--- config.mk ---
export PLATFORM = sky130hd
export DESIGN_NAME = param_delay_line
export DESIGN_NICKNAME = d
export VERILOG_FILES = /design/src/rtl/param_delay_line.sv
export SDC_FILE = /design/constraint.sdc
export NUM_CORES = 1
export LEC_CHECK = 0
export ABC_AREA = 1
export CELL_PAD_IN_SITES_DETAIL_PLACEMENT = 1
export CELL_PAD_IN_SITES_GLOBAL_PLACEMENT = 2
export CORE_MARGIN = 5
export CORE_UTILIZATION = 21
export DETAILED_ROUTE_END_ITERATION = 10
export HOLD_SLACK_MARGIN = 0.08
export PLACE_DENSITY_LB_ADDON = 0.1
export REMOVE_ABC_BUFFERS = 1
export SYNTH_ARGS = -nofsm -noshare
export SYNTH_HDL_FRONTEND = slang
export SYNTH_SLANG_ARGS = --single-unit
--- constraint.sdc ---
create_clock -name i_clk -period 1.2 [get_ports i_clk]
set_input_delay 0.18 -clock i_clk [delete_from_list [all_inputs] [get_ports i_clk]]
set_output_delay 0.18 -clock i_clk [all_outputs]
set_load 0.005 [all_outputs]
--- src/rtl/param_delay_line.sv ---
// WIDTH x DEPTH delay line with per-stage valid, stall, flush, runtime tap and occupancy count.
// Optional collapsed-chain bypass input enabled by defining DELAY_LINE_BYPASS_EN.
module param_delay_line #(
    parameter int               WIDTH = 4,
    parameter int               DEPTH = 2,
    parameter logic [WIDTH-1:0] INIT  = WIDTH'(7),
    localparam int              TW    = (DEPTH > 1) ? $clog2(DEPTH) : 1,
    localparam int              CW    = $clog2(DEPTH + 1)
) (
    input  logic             i_clk,
    input  logic             i_rst_n,
    input  logic             i_en,
    input  logic             i_flush,
`ifdef DELAY_LINE_BYPASS_EN
    input  logic             i_bypass,
`endif
    input  logic [WIDTH-1:0] i_in,
    input  logic             i_in_valid,
    input  logic [TW-1:0]    i_tap_sel,
    output logic [WIDTH-1:0] o_out,
    output logic             o_out_valid,
    output logic [WIDTH-1:0] o_tap_data,
    output logic             o_tap_valid,
    output logic             o_tap_err,
    output logic [CW-1:0]    o_fill_cnt
);

    logic [DEPTH-1:0][WIDTH-1:0] r_data;
    logic [DEPTH-1:0]            r_valid;
    logic [CW-1:0]               r_fill;

    logic                        w_bypass;
    logic [DEPTH-1:0][WIDTH-1:0] w_data_nxt;
    logic [DEPTH-1:0]            w_valid_nxt;
    logic [CW-1:0]               w_fill_nxt;

`ifdef DELAY_LINE_BYPASS_EN
    assign w_bypass = i_bypass;
`else
    assign w_bypass = 1'b0;
`endif

    // Next-state for an enabled, unflushed edge; flush and stall are handled in the register block.
    always_comb begin
        w_data_nxt  = r_data;
        w_valid_nxt = r_valid;
        w_fill_nxt  = r_fill;
        if (w_bypass) begin
            for (int i = 0; i < DEPTH; i++) begin
                w_data_nxt[i]  = i_in;
                w_valid_nxt[i] = i_in_valid;
            end
            w_fill_nxt = i_in_valid ? CW'(DEPTH) : '0;
        end else begin
            w_data_nxt[0]  = i_in;
            w_valid_nxt[0] = i_in_valid;
            for (int i = 1; i < DEPTH; i++) begin
                w_data_nxt[i]  = r_data[i-1];
                w_valid_nxt[i] = r_valid[i-1];
            end
            // Enter and exit in the same edge cancel, so the count cannot exceed DEPTH or wrap.
            w_fill_nxt = r_fill + CW'(i_in_valid) - CW'(r_valid[DEPTH-1]);
        end
    end

    always_ff @(posedge i_clk or negedge i_rst_n) begin
        if (!i_rst_n) begin
            for (int i = 0; i < DEPTH; i++) begin
                r_data[i] <= INIT;
            end
            r_valid <= '0;
            r_fill  <= '0;
        end else if (i_flush) begin
            for (int i = 0; i < DEPTH; i++) begin
                r_data[i] <= INIT;
            end
            r_valid <= '0;
            r_fill  <= '0;
        end else if (i_en) begin
            r_data  <= w_data_nxt;
            r_valid <= w_valid_nxt;
            r_fill  <= w_fill_nxt;
        end
    end

    assign o_out       = r_data[DEPTH-1];
    assign o_out_valid = r_valid[DEPTH-1];
    assign o_fill_cnt  = r_fill;

    // Compare-based select keeps out-of-range tap indices from ever addressing the array.
    always_comb begin
        o_tap_data  = '0;
        o_tap_valid = 1'b0;
        o_tap_err   = 1'b1;
        for (int i = 0; i < DEPTH; i++) begin
            if (i_tap_sel == TW'(i)) begin
                o_tap_data  = r_data[i];
                o_tap_valid = r_valid[i];
                o_tap_err   = 1'b0;
            end
        end
    end

endmodule

* Word level (Yosys, flattened, before mapping)
Cells that the tools add are included.
W data, S select, Z words.
** Word-level totals
- Flip-flop bits (word level) :: 12
- Bits in latches :: 0
- Memory bits (writable) :: 0
- Memory bits (read-only) :: 0
- Bits of input ports :: 10
- Output and inout port bits :: 13
- Memories kept :: 0
** Operators by class
- Add/sub/neg operators :: 2
- $mul :: 0
- Divide/modulo/power cells :: 0
- Order comparisons :: 0
- Eq/ne operators :: 0
- Shift-type cells :: 0
- Mux-type cells :: 8
- Bitwise logic cells :: 0
- Reductions and logical operators :: 1
** Operators by type and width (count)
- $mux W8 :: 2
- $mux W2 :: 4
- $mux W4 :: 1
- $add A2 B1 Y2 :: 1
- $reduce_bool A2 Y1 :: 1
- $sub A2 B1 Y2 :: 1
- $mux W1 :: 1

* Logic depth before layout (Yosys ltp)
Gate-level depths: netlist of the first run.
- Word-level depth :: 4
- Depth in mapped cells :: 8
- Mapped depth without buffers :: 8

* Least setup slack after synthesis of the first run
OpenSTA, ideal clock, no wires.
- Path kind :: reg2reg
- Start :: reg r_valid[1]
- End :: reg r_fill[0] (netlist: o_fill_cnt[0])
- Setup time :: 126 ps
- Arrival time :: 1070 ps
- Required time :: 1074 ps
- Slack :: 4 ps
- Cell stages (with the launch flop) :: 6
- Path buffers :: 0
- Path through :: dfrtp_1 -> ha_1 -> inv_1 -> ha_1 -> nand2_1 -> o21ai_0
** Between the ends
- Word-level cells in the longest chain between the ends :: 3
** Ends and longest elaborated chain
- from (decl) :: line 29 : logic [DEPTH-1:0] r_valid;
- from (signal assigned) :: line 81 : r_valid <= w_valid_nxt;
- $sub A2 B1 Y2 :: line 62 : w_fill_nxt = r_fill + CW'(i_in_valid) - CW'(r_valid[DEPTH-1]);
- $mux W2 :: line 79 : end else if (i_en) begin
- $mux W2 :: line 73 : end else if (i_flush) begin
- to (signal assigned) :: line 82 : r_fill <= w_fill_nxt;
- to (decl) :: line 30 : logic [CW-1:0] r_fill;
No other way between the ends. The select of a mux whose other input is x is not followed.
A chain may end at the register's enable or synchronous reset.

* Final worst setup path of the first run
- Start :: reg r_data[0] (netlist bit)
- End :: out o_tap_data[0]
** Between the ends
- Word-level cells in the longest chain between the ends :: 1
** Ends and longest elaborated chain
- from (decl) :: line 28 : logic [DEPTH-1:0][WIDTH-1:0] r_data;
- from (signal assigned) :: line 80 : r_data <= w_data_nxt;
- $mux W4 :: line 96 : if (i_tap_sel == TW'(i)) begin
- to (decl) :: line 22 : output logic [WIDTH-1:0] o_tap_data,
No other way between the ends.

==> out/qor.yml, run 1 <==
r2r_slack_ns: -0.07
start_kind: "flip-flop"
status: "finished with violations"
cts-root-buf: "clkbuf_4"
endpoint: "o_tap_data[0]"
synth_top_flop_cell: "dfstp_2"
ys_seq_area_share_pct: 47.95
cts_num_sinks: 12
vias: 647
min_path_type: "input pin to async pin"
fin_area_um2: 1090
ctsLongestPathBuffers: 2
finClkSkew_ns: 0.005039
portBuffers: 21
wl_um: 2022
vias_per_cell: 4.257
die_h_um: 65.29
hpwl_um: 1367
cts-htree-levels: 1
numCtsBuffers: 3
drc: 0
wl_per_cell_um: 13.30
path_class: "flip-flop to output pin"
ys_types: 19
ir_worst_vdd_mv: 0.4111
hold_violations: 0
synth_edf_count: 0
crit_chain: "nor2_2 -> a21oi_2 -> buf_2"
critPathMaxStageDelay_ns: 0.56
io_pins: 23
antenna_found_initial: 0
coreArea_um2: 3003
place.gp.congestion: 0.6854
grt_pass1_wl_um: 3284
clkSlewWorstSetupHoldPaths_ns: 0.09
yosys.area.top_type: "dfstp_2"
ant_nets: 0
grt_max_degree: 13
failed_checks: "negative setup slack"
synth_top_cells_by_count: "nand2_1, inv_1, o21ai_0"
setup_viol: 7
crit_arrival_ns: 1.10
drive_gt1_share_pct: 52.10
dieArea_um2: 4262
power_density_nw_per_um2: 983.5
rows: 20
synth.avg_cell_area_um2: 8.229
setup_tns_ns: -0.4082
drt_iter0_markers: 23
seq_area_um2: 307.8
syn_to_final_growth_pct: 69.79
antenna_cells: 0
required_ns: 1.02
maxCapViolCount: 0
maxSlewViolCount: 0
cts_hold_buf: 0
rr_endpoint: "o_fill_cnt[1]"
dpl_worst_slack_ns: -0.5177
p_leak_nw: 0.5404
synth_top_area_share_pct: 24.56
grt_usage_pct: 10.28
rsz0062_at_grt: "true"
crit_slowest_cell: "dfstp_2"
min_period_ns: 1.283
crit_start: "r_data[0]"
grt-ovfl-total: 0
ys_ff_latch: 12
yosysMostFrequentCell: "nand2_1"
cts_tree: "done"
first_pass_iters: 4
place_area_um2: 963.4
clk_latency_ns: 0.28
ys_warn_count: 0
die_w_um: 65.29
multi_input_area_um2: 295.3
synthesis.area_um2: 641.9
period_share_pct: 106.9
synthTopCellsByArea: "dfstp_2, dfrtp_1, nand2_1"
nFillCells: 363
end_kind: "output pin"
max_freq_mhz: 779.3
reg2regPathDepth: 8
utilization_pct: 36.29
grt_pass1_vias: 661
synthArstFlopShare_pct: 100.0
nets: 132
whs_ns: 0.1937
setup_slack_ns: -0.08317
cp_max_fo: 2
start_util_pct: 21.38
r2r_start: "r_valid[1]"
synthCells: 78
-- worst min-delay path by stage --
| stage | cells past startpoint | to | from | slack, ns |
|---|---|---|---|---|
| after floorplan | 0 | o_fill_cnt[0] | i_rst_n | -0.12 |
| after global placement | 2 | o_fill_cnt[1] | i_rst_n | 0.51 |
| after detailed placement | 2 | o_fill_cnt[1] | i_rst_n | 0.51 |
| after CTS | 2 | o_fill_cnt[1] | i_rst_n | 0.20 |
| after global routing | 2 | o_fill_cnt[1] | i_rst_n | 0.21 |
| final | 2 | o_fill_cnt[1] | i_rst_n | 0.19 |
-- metal layers --
metal,up-vias,global-route usage (%),share of wire [%]
li1,321,-,-
met1,309,13.73,50
met2,15,14.79,44
met3,2,4.615,5.3
met4,0,3.109,1.0
met5,-,0,0
-- power breakdown --
part,internal (W),switching [W]
combinational,0.000149,0.000126
sequential,0.000440,0.0000149
clock,0.000185,0.000157
-- layout make-up --
cell class                 count  share of cell area (%)
multi-input combinational     46                   27.10
clock buffer                   4                   3.329
timing repair buffer          43                   32.49
tap                           33                   3.789
inverter                      14                   5.052
sequential                    12                   28.24
-- critical path: cells and delay by family (launching register included) --
family | cells | cell delay, ns
buf+inv | 1 | 0.12
simple gates | 1 | 0.04
compound gates | 1 | 0.10
flops | 1 | 0.56
-- metrics by stage --
stage / total power [W] / std cells
final: 0.001072 / 152
after detailed placement: 0.0006962 / 141
after floorplan: 0.0005313 / 72
after CTS: 0.001058 / 149
after global routing: 0.001138 / 152
after global placement: 0.0006926 / 141
-- placed cells by master, fill, tap and decap left out, types with 2 or more instances in the layout --
cell	n
o21ai_0	6
inv_2	6
clkbuf_4	3
dfrtp_1	6
clkdlybuf4s50_1	8
buf_2	7
nand2_1	16
buf_6	7
ha_4	2
a21oi_1	4
dlygate4sd2_1	2
dfstp_2	6
inv_1	7
buf_4	17
o21ai_2	5
nand3_1	2
nand2_4	2
-- registers in the layout, indices dropped and copies added (netlist names) --
signal	cells
r_valid	2
o_out	4
r_data	4
o_fill_cnt	2
-- cell families after synthesis --
kind of cell / Yosys count / share of synthesized area (%)
other: 1 / 0.5842
buffers and inverters: 20 / 14.81
AOI/OAI and AO/OA: 19 / 15.98
and+or+nand+nor: 24 / 16.76
adders and majority gates: 2 / 3.898
DFF: 12 / 47.95
-- timing repair --
action,in CTS,in global routing
endpoints found under the setup margin,14,11
endpoints found under the hold margin,0,0
resized for setup,58,13
pin swaps,8,3
gates cloned,1,0
buffers inserted,4,3
(Power assumes the default switching activity.)
==> inputs of run 2 (changes only) <==
--- a/config.mk
+++ b/config.mk
@@ -8,7 +8,7 @@
 export ABC_AREA = 1
 export CELL_PAD_IN_SITES_DETAIL_PLACEMENT = 1
 export CELL_PAD_IN_SITES_GLOBAL_PLACEMENT = 2
-export CORE_MARGIN = 5
+export CORE_MARGIN = 2
 export CORE_UTILIZATION = 21
 export DETAILED_ROUTE_END_ITERATION = 10
 export HOLD_SLACK_MARGIN = 0.08
==> run 2 against run 1 <==
  * The flow still finishes with violations (negative setup slack)
  * Via count decreased by 3.4%
  * Global-route usage increased by 0.38 points
  * Power decreased by 3.4%
  * Sequential share of layout area increased by 0.66 points
  * Worst setup slack improved by 0.015 ns
  * Sequential power about the same
  * Core utilization decreased by 0.54 points
  * Cell count decreased by 1.3%
  * Combinational power decreased by 7.3%
  * Highest routed layer unchanged
==> out/qor.yml, run 2 (synthesis gave the netlist of run 1 again) <==
grt_max_degree: 13  # unchanged
finClkSkew_ns: 0.001413  # -0.003626 ns
max_freq_mhz: 788.4  # +1.2%
cts-htree-levels: 1  # unchanged
antenna_found_initial: 0  # unchanged
drt_iter0_markers: 7  # -70%
io_pins: 23  # unchanged
path_class: "flip-flop to output pin"
clk_latency_ns: 0.27  # about the same
rsz0062_at_grt: "true"
vias_per_cell: 4.167  # -2.1%
coreArea_um2: 2978  # -0.83%
die_w_um: 59.29  # -9.2%
cts_num_sinks: 12  # unchanged
min_period_ns: 1.268  # -0.01477 ns
final_common_cell: "buf_4"
most-common-layout-cells: "buf_4, nand2_1, clkdlybuf4s50_1"
wl_um: 1670  # -17%
grt_pass1_vias: 640  # -3.2%
syn_to_final_growth_pct: 65.89
cts_tree: "done"
grt_pass1_wl_um: 2760  # -16%
crit_arrival_ns: 1.09  # about the same
ant_nets: 0  # unchanged
wl_per_cell_um: 11.13  # -16%
power_frac_seq_pct: 43.8  # +1.4 points
numCtsBuffers: 3  # unchanged
cp_max_fo: 3  # +1
start_kind: "flip-flop"
start_util_pct: 21.55  # +0.18 points
antenna_cells: 0  # unchanged
rows: 20  # unchanged
ctsLongestPathBuffers: 2  # unchanged
setup_slack_ns: -0.06840  # +0.01477 ns
vias: 625  # -3.4%
total_power_w: 0.001036  # -3.4%
p_sw_w: 0.0002734  # -8.3%
place.gp.congestion: 0.6998  # +2.1%
hold_violations: 0  # unchanged
maxSlewViolCount: 0  # unchanged
cts-root-buf: "clkbuf_4"
drc: 0  # unchanged
grt_usage_pct: 10.66  # +0.38 points
portBuffers: 21  # unchanged
required_ns: 1.02  # about the same
ir_worst_vdd_mv: 0.3737  # -9.1%
min_path_type: "input pin to async pin"
status: "finished with violations"
grt-ovfl-total: 0  # unchanged
whs_ns: 0.2144  # +0.02070 ns
setup_viol: 7  # unchanged
clock_power_share_pct: 31.6  # -0.3 points
maxCapViolCount: 0  # unchanged
die_h_um: 59.29  # -9.2%
p_leak_nw: 0.5244  # -3.0%
swShare_pct: 26.40  # -1.4 points
nFillCells: 360  # -0.83%
end_kind: "output pin"
power_density_nw_per_um2: 972.6  # -1.1%
hpwl_um: 1285  # -6.0%
dieArea_um2: 3515  # -18%
first_pass_iters: 2  # -2
r2r_start: "r_valid[1]"
clkSlewWorstSetupHoldPaths_ns: 0.08  # about the same
period_share_pct: 105.7  # -1.2 points
p_comb_share_pct: 24.6  # -1.1 points
internal_power_w: 0.0007622  # -1.5%
failed_checks: "negative setup slack"
drive_gt1_share_pct: 51.28  # -0.82 points
crit_start: "r_valid[1]"
nets: 130  # -1.5%
-- run 2: layout make-up --
| cell class | instances | area [um^2] | share of cell area, % |
|---|---|---|---|
| sequential | 12 | 307.8 | 28.91 |
| tap | 33 | 41.29 | 3.878 |
| clock buffer | 4 | 36.28 | 3.408 |
| multi-input combinational | 46 | 290.3 | 27.26 |
| timing repair buffer | 41 | 336.6 | 31.61 |
| inverter | 14 | 52.55 | 4.935 |
-- run 2: critical path, stage by stage (launching register included) --
cell and delay (ns):
dfrtp_1 0.41, buf_4 0.15, nand2_1 0.05, o21ai_1 0.07
buf_2 0.14
-- run 2: power groups by stage --
stage	combinational (W)	sequential, W	clock [W]
detailed placement	0.000236	0.000459	0
CTS	0.000247	0.000452	0.000341
floorplan	0.0000704	0.000461	0
global route	0.000284	0.000458	0.000358
finish	0.000255	0.000453	0.000327
global placement	0.000233	0.000458	0
-- run 2: repair_timing --
item                                    CTS  global route
pin swaps                                 4             2
endpoints found under the hold margin     0             0
endpoints found under the setup margin   14            12
buffers inserted                          4             1
hold buffers                              0             0
gates resized for setup                  57            11
-- run 2: worst paths after layout --
kind | end | slack [ns] | cells past startpoint
worst max-delay path | o_tap_valid | -0.07 | 4
worst min-delay path | o_fill_cnt[0] | 0.21 | 2
worst max register to register | o_fill_cnt[1] | -0.05 | 7
worst min register to register | o_out[0] | 0.52 | 2
max in group asynchronous | o_out[0] | 0.75 | 2
min in group i_clk | r_data[0] | 0.41 | 3
-- run 2: per-layer routing --
metal / part of all wire (%) / routed length [um] / global-route usage (%)
met5: 0 / 0 / 0
met4: 1.1 / 18 / 3.896
met3: 4.3 / 71 / 2.620
met2: 47 / 788 / 17.58
met1: 47 / 792 / 13.41
-- run 2: through the flow --
stage                     instances  worst slack (ns)  TNS [ns]  area (um^2)  util (%)
after global routing            150           -0.1354   -0.8793         1065     35.76
after detailed placement        141           -0.5666    -3.102        963.4     32.35
final                           150          -0.06840   -0.3502         1065     35.76
after CTS                       149          -0.08812   -0.4685         1036     34.79
after floorplan                  72          0.004017         0        599.3         -
after global placement          141           -0.5519    -3.023        963.4     32.35
==> inputs of run 3 (changes only) <==
--- a/config.mk
+++ b/config.mk
@@ -5,14 +5,15 @@
 export SDC_FILE = /design/constraint.sdc
 export NUM_CORES = 1
 export LEC_CHECK = 0
-export ABC_AREA = 1
+export ABC_AREA = 0
+export CAP_MARGIN = 20
 export CELL_PAD_IN_SITES_DETAIL_PLACEMENT = 1
 export CELL_PAD_IN_SITES_GLOBAL_PLACEMENT = 2
 export CORE_MARGIN = 2
-export CORE_UTILIZATION = 21
+export CORE_UTILIZATION = 24
 export DETAILED_ROUTE_END_ITERATION = 10
 export HOLD_SLACK_MARGIN = 0.08
-export PLACE_DENSITY_LB_ADDON = 0.1
+export PLACE_DENSITY = 0.78
 export REMOVE_ABC_BUFFERS = 1
 export SYNTH_ARGS = -nofsm -noshare
 export SYNTH_HDL_FRONTEND = slang
==> run 3 against run 2 <==
  * The flow still finishes with violations (negative setup slack)
  * Hold slack lost 0.0046 ns
  * Combinational power grew 10%
  * Register-to-register slack lost 0.20 ns
  * Sequential cell count is the same
  * Cell count shrank 18%
  * Critical endpoint is now o_fill_cnt[1]
  * Highest routed layer unchanged
==> out/qor.yml, run 3 <==
status: "finished with violations"
failed_checks: "negative setup slack"
ys_types: 18  # -1
first_pass_iters: 3  # +1
synth_top_area_share_pct: 23.86  # -0.70 points
wl_um: 1584  # -5.1%
whs_ns: 0.2098  # -0.004580 ns
die_w_um: 56.47  # -4.8%
drive_gt1_share_pct: 54.35  # +3.1 points
synthesis.area_um2: 660.6  # +2.9%
vias: 534  # -15%
grt_pass1_vias: 614  # -4.1%
setup_viol: 7  # unchanged
drt_iter0_markers: 8  # +1
p_leak_nw: 0.5225  # -0.37%
vias_per_cell: 4.341  # +4.2%
grt_usage_pct: 10.54  # -0.12 points
path_class: "flip-flop to flip-flop"
synthCells: 57  # -27%
synth-adder-area-share_pct: 3.788  # -0.11 points
maxCapViolCount: 0  # unchanged
antenna_found_initial: 0  # unchanged
coreArea_um2: 2686  # -9.8%
place_area_um2: 965.9  # +0.26%
hpwl_um: 1165  # -9.4%
yosys.area.top_type: "dfstp_2"
synthTopCellsByArea: "dfstp_2, dfrtp_1, mux2_2"
clk_latency_ns: 0.27  # about the same
dp.cells: 116  # -18%
synth_top_flop_cell: "dfstp_2"
finClkSkew_ns: 0.008331  # +0.006918 ns
power_frac_seq_pct: 43.1  # -0.7 points
setup_slack_ns: -0.2538  # -0.1854 ns
synth_top_family_by_area: "multiplexers"
p_comb_share_pct: 26.6  # +2.0 points
antenna_cells: 0  # unchanged
final_cells: 123  # -18%
syn_to_final_growth_pct: 64.58
start_util_pct: 24.59  # +3.0 points
grt_max_degree: 20  # +7
yosys.area_share.simple_pct: 10.04  # -6.7 points
maxSlewViolCount: 0  # unchanged
grt_pass1_wl_um: 2601  # -5.8%
cts-root-buf: "clkbuf_4"
cp_max_fo: 2  # -1
max_freq_mhz: 687.9  # -13%
clkSlewWorstSetupHoldPaths_ns: 0.08  # about the same
drc: 0  # unchanged
total_power_w: 0.001059  # +2.3%
ys_seq_area_share_pct: 46.59  # -1.4 points
end_kind: "flip-flop"
synth-compound-area-share_pct: 10.04  # -5.9 points
start_kind: "flip-flop"
internal_power_w: 0.0008023  # +5.3%
most-common-layout-cells: "buf_6, buf_4, clkdlybuf4s50_1"
required_ns: 1.36  # +0.34 ns
final_common_cell: "buf_6"
rows: 19  # -5.0%
min_period_ns: 1.454  # +0.1854 ns
fin_area_um2: 1087  # +2.1%
reg2regPathDepth: 7  # unchanged
seq_area_um2: 307.8  # unchanged
io_pins: 23  # unchanged
grt-ovfl-total: 0  # unchanged
nFillCells: 307  # -15%
cts_num_sinks: 12  # unchanged
crit_arrival_ns: 1.61  # +0.52 ns
power_density_nw_per_um2: 974.1  # +0.16%
synth-xor-area-share_pct: 1.326  # +1.3 points
rsz0062_at_grt: "true"
clock_power_share_pct: 30.3  # -1.3 points
synth_top_cells_by_count: "a211o_1, dfrtp_1, dfstp_2, nor2_1, nor2b_1"
p_sw_w: 0.0002569  # -6.0%
synth_edf_count: 0  # unchanged
cts-htree-levels: 1  # unchanged
ys_ff_latch: 12  # unchanged
portBuffers: 21  # unchanged
cts_tree: "done"
hold_violations: 0  # unchanged
swShare_pct: 24.25  # -2.1 points
ant_nets: 0  # unchanged
synth_mux_area_share_pct: 16.10  # +16 points
ys_warn_count: 0  # unchanged
place.gp.congestion: 0.6764  # -3.3%
numCtsBuffers: 3  # unchanged
die_h_um: 56.47  # -4.8%
min_path_type: "input pin to async pin"
nets: 105  # -19%
period_share_pct: 121.1  # +15 points
multi_input_area_um2: 327.8  # +13%
synth.avg_cell_area_um2: 11.59  # +41%
ir_worst_vdd_mv: 0.6635  # +78%
ctsLongestPathBuffers: 2  # unchanged
synthArstFlopShare_pct: 100.0  # unchanged
dieArea_um2: 3188  # -9.3%
wl_per_cell_um: 12.88  # +16%
==> run 3: cell types whose count changed in the layout (fill, tap and decap cells not counted), moves of 6 or more <==
cell / delta
a211o_1: +6
nor2b_1: +6
inv_1: -6
nand2_1: -15
inv_2: -6
buf_6: +7
==> run 3: final timing paths <==
kind	from	endpoint	slack, ns
worst min register to register	r_data[0]	o_out[0]	0.63
worst max register to register	o_fill_cnt[0]	o_fill_cnt[1]	-0.25
worst min-delay path	i_rst_n	r_valid[1]	0.21
max in group asynchronous	i_rst_n	r_data[2]	0.75
worst max-delay path	o_fill_cnt[0]	o_fill_cnt[1]	-0.25
min in group i_clk	i_in[1]	r_data[1]	0.50
==> run 3: critical path, stage by stage, from the launching register on <==
cell and delay [ns]:
dfrtp_1 0.36, inv_1 0.07, ha_4 0.26, inv_2 0.04, ha_4 0.15, xor2_2 0.18, a21oi_2 0.07, a31o_2 0.21
==> run 3: logic make-up after synthesis <==
logic type | Yosys count
flip-flops | 12
multiplexers | 10
other | 1
buffers and inverters | 10
AO/OA/AOI/OAI | 8
XOR/XNOR | 1
adder cells (fa/ha/maj) | 2
AND/OR/NAND/NOR | 13
==> run 3: per-stage QoR <==
stage	utilization, %	setup WS (ns)	setup TNS (ns)
6_report	40.48	-0.2538	-0.7032
5_1_grt	40.48	-0.3173	-1.106
4_1_cts	38.89	-0.2538	-0.8056
3_5_place_dp	35.96	-0.5816	-3.924
3_3_place_gp	35.96	-0.5539	-3.459
2_1_floorplan	-	-0.2370	-0.2717
==> run 3: routing by layer <==
| metal | GRT usage, % | up-vias | share of wire (%) |
|---|---|---|---|
| li1 | - | 256 | - |
| met5 | 0 | - | 0 |
| met3 | 3.456 | 2 | 4.5 |
| met1 | 10.40 | 263 | 40 |
| met4 | 3.061 | 0 | 1.5 |
| met2 | 20.43 | 13 | 54 |
==> run 3: power groups by stage <==
stage	combinational, W	clock [W]	sequential, W
floorplan	0.0000706	0	0.000462
finish	0.000281	0.000321	0.000457
global route	0.000309	0.000350	0.000460
detailed placement	0.000243	0	0.000462
CTS	0.000265	0.000334	0.000455
global placement	0.000236	0	0.000460
==> run 3: area by class of cell <==
type,instances,share of cell area [%]
well taps,31,3.567
multi-input cells,35,30.15
flip-flops and latches,12,28.31
repair buffers,39,33.95
inverters,2,0.6905
clock buffers,4,3.337
==> run 3: repair_timing <==
| item | in CTS | in global routing |
|---|---|---|
| pin swaps | 3 | 1 |
| resized for setup | 56 | 11 |
| hold buffers | 0 | 0 |
| setup buffers | 3 | 1 |
| endpoints found under the hold margin | 0 | 0 |
| setup endpoints to repair | 14 | 11 |
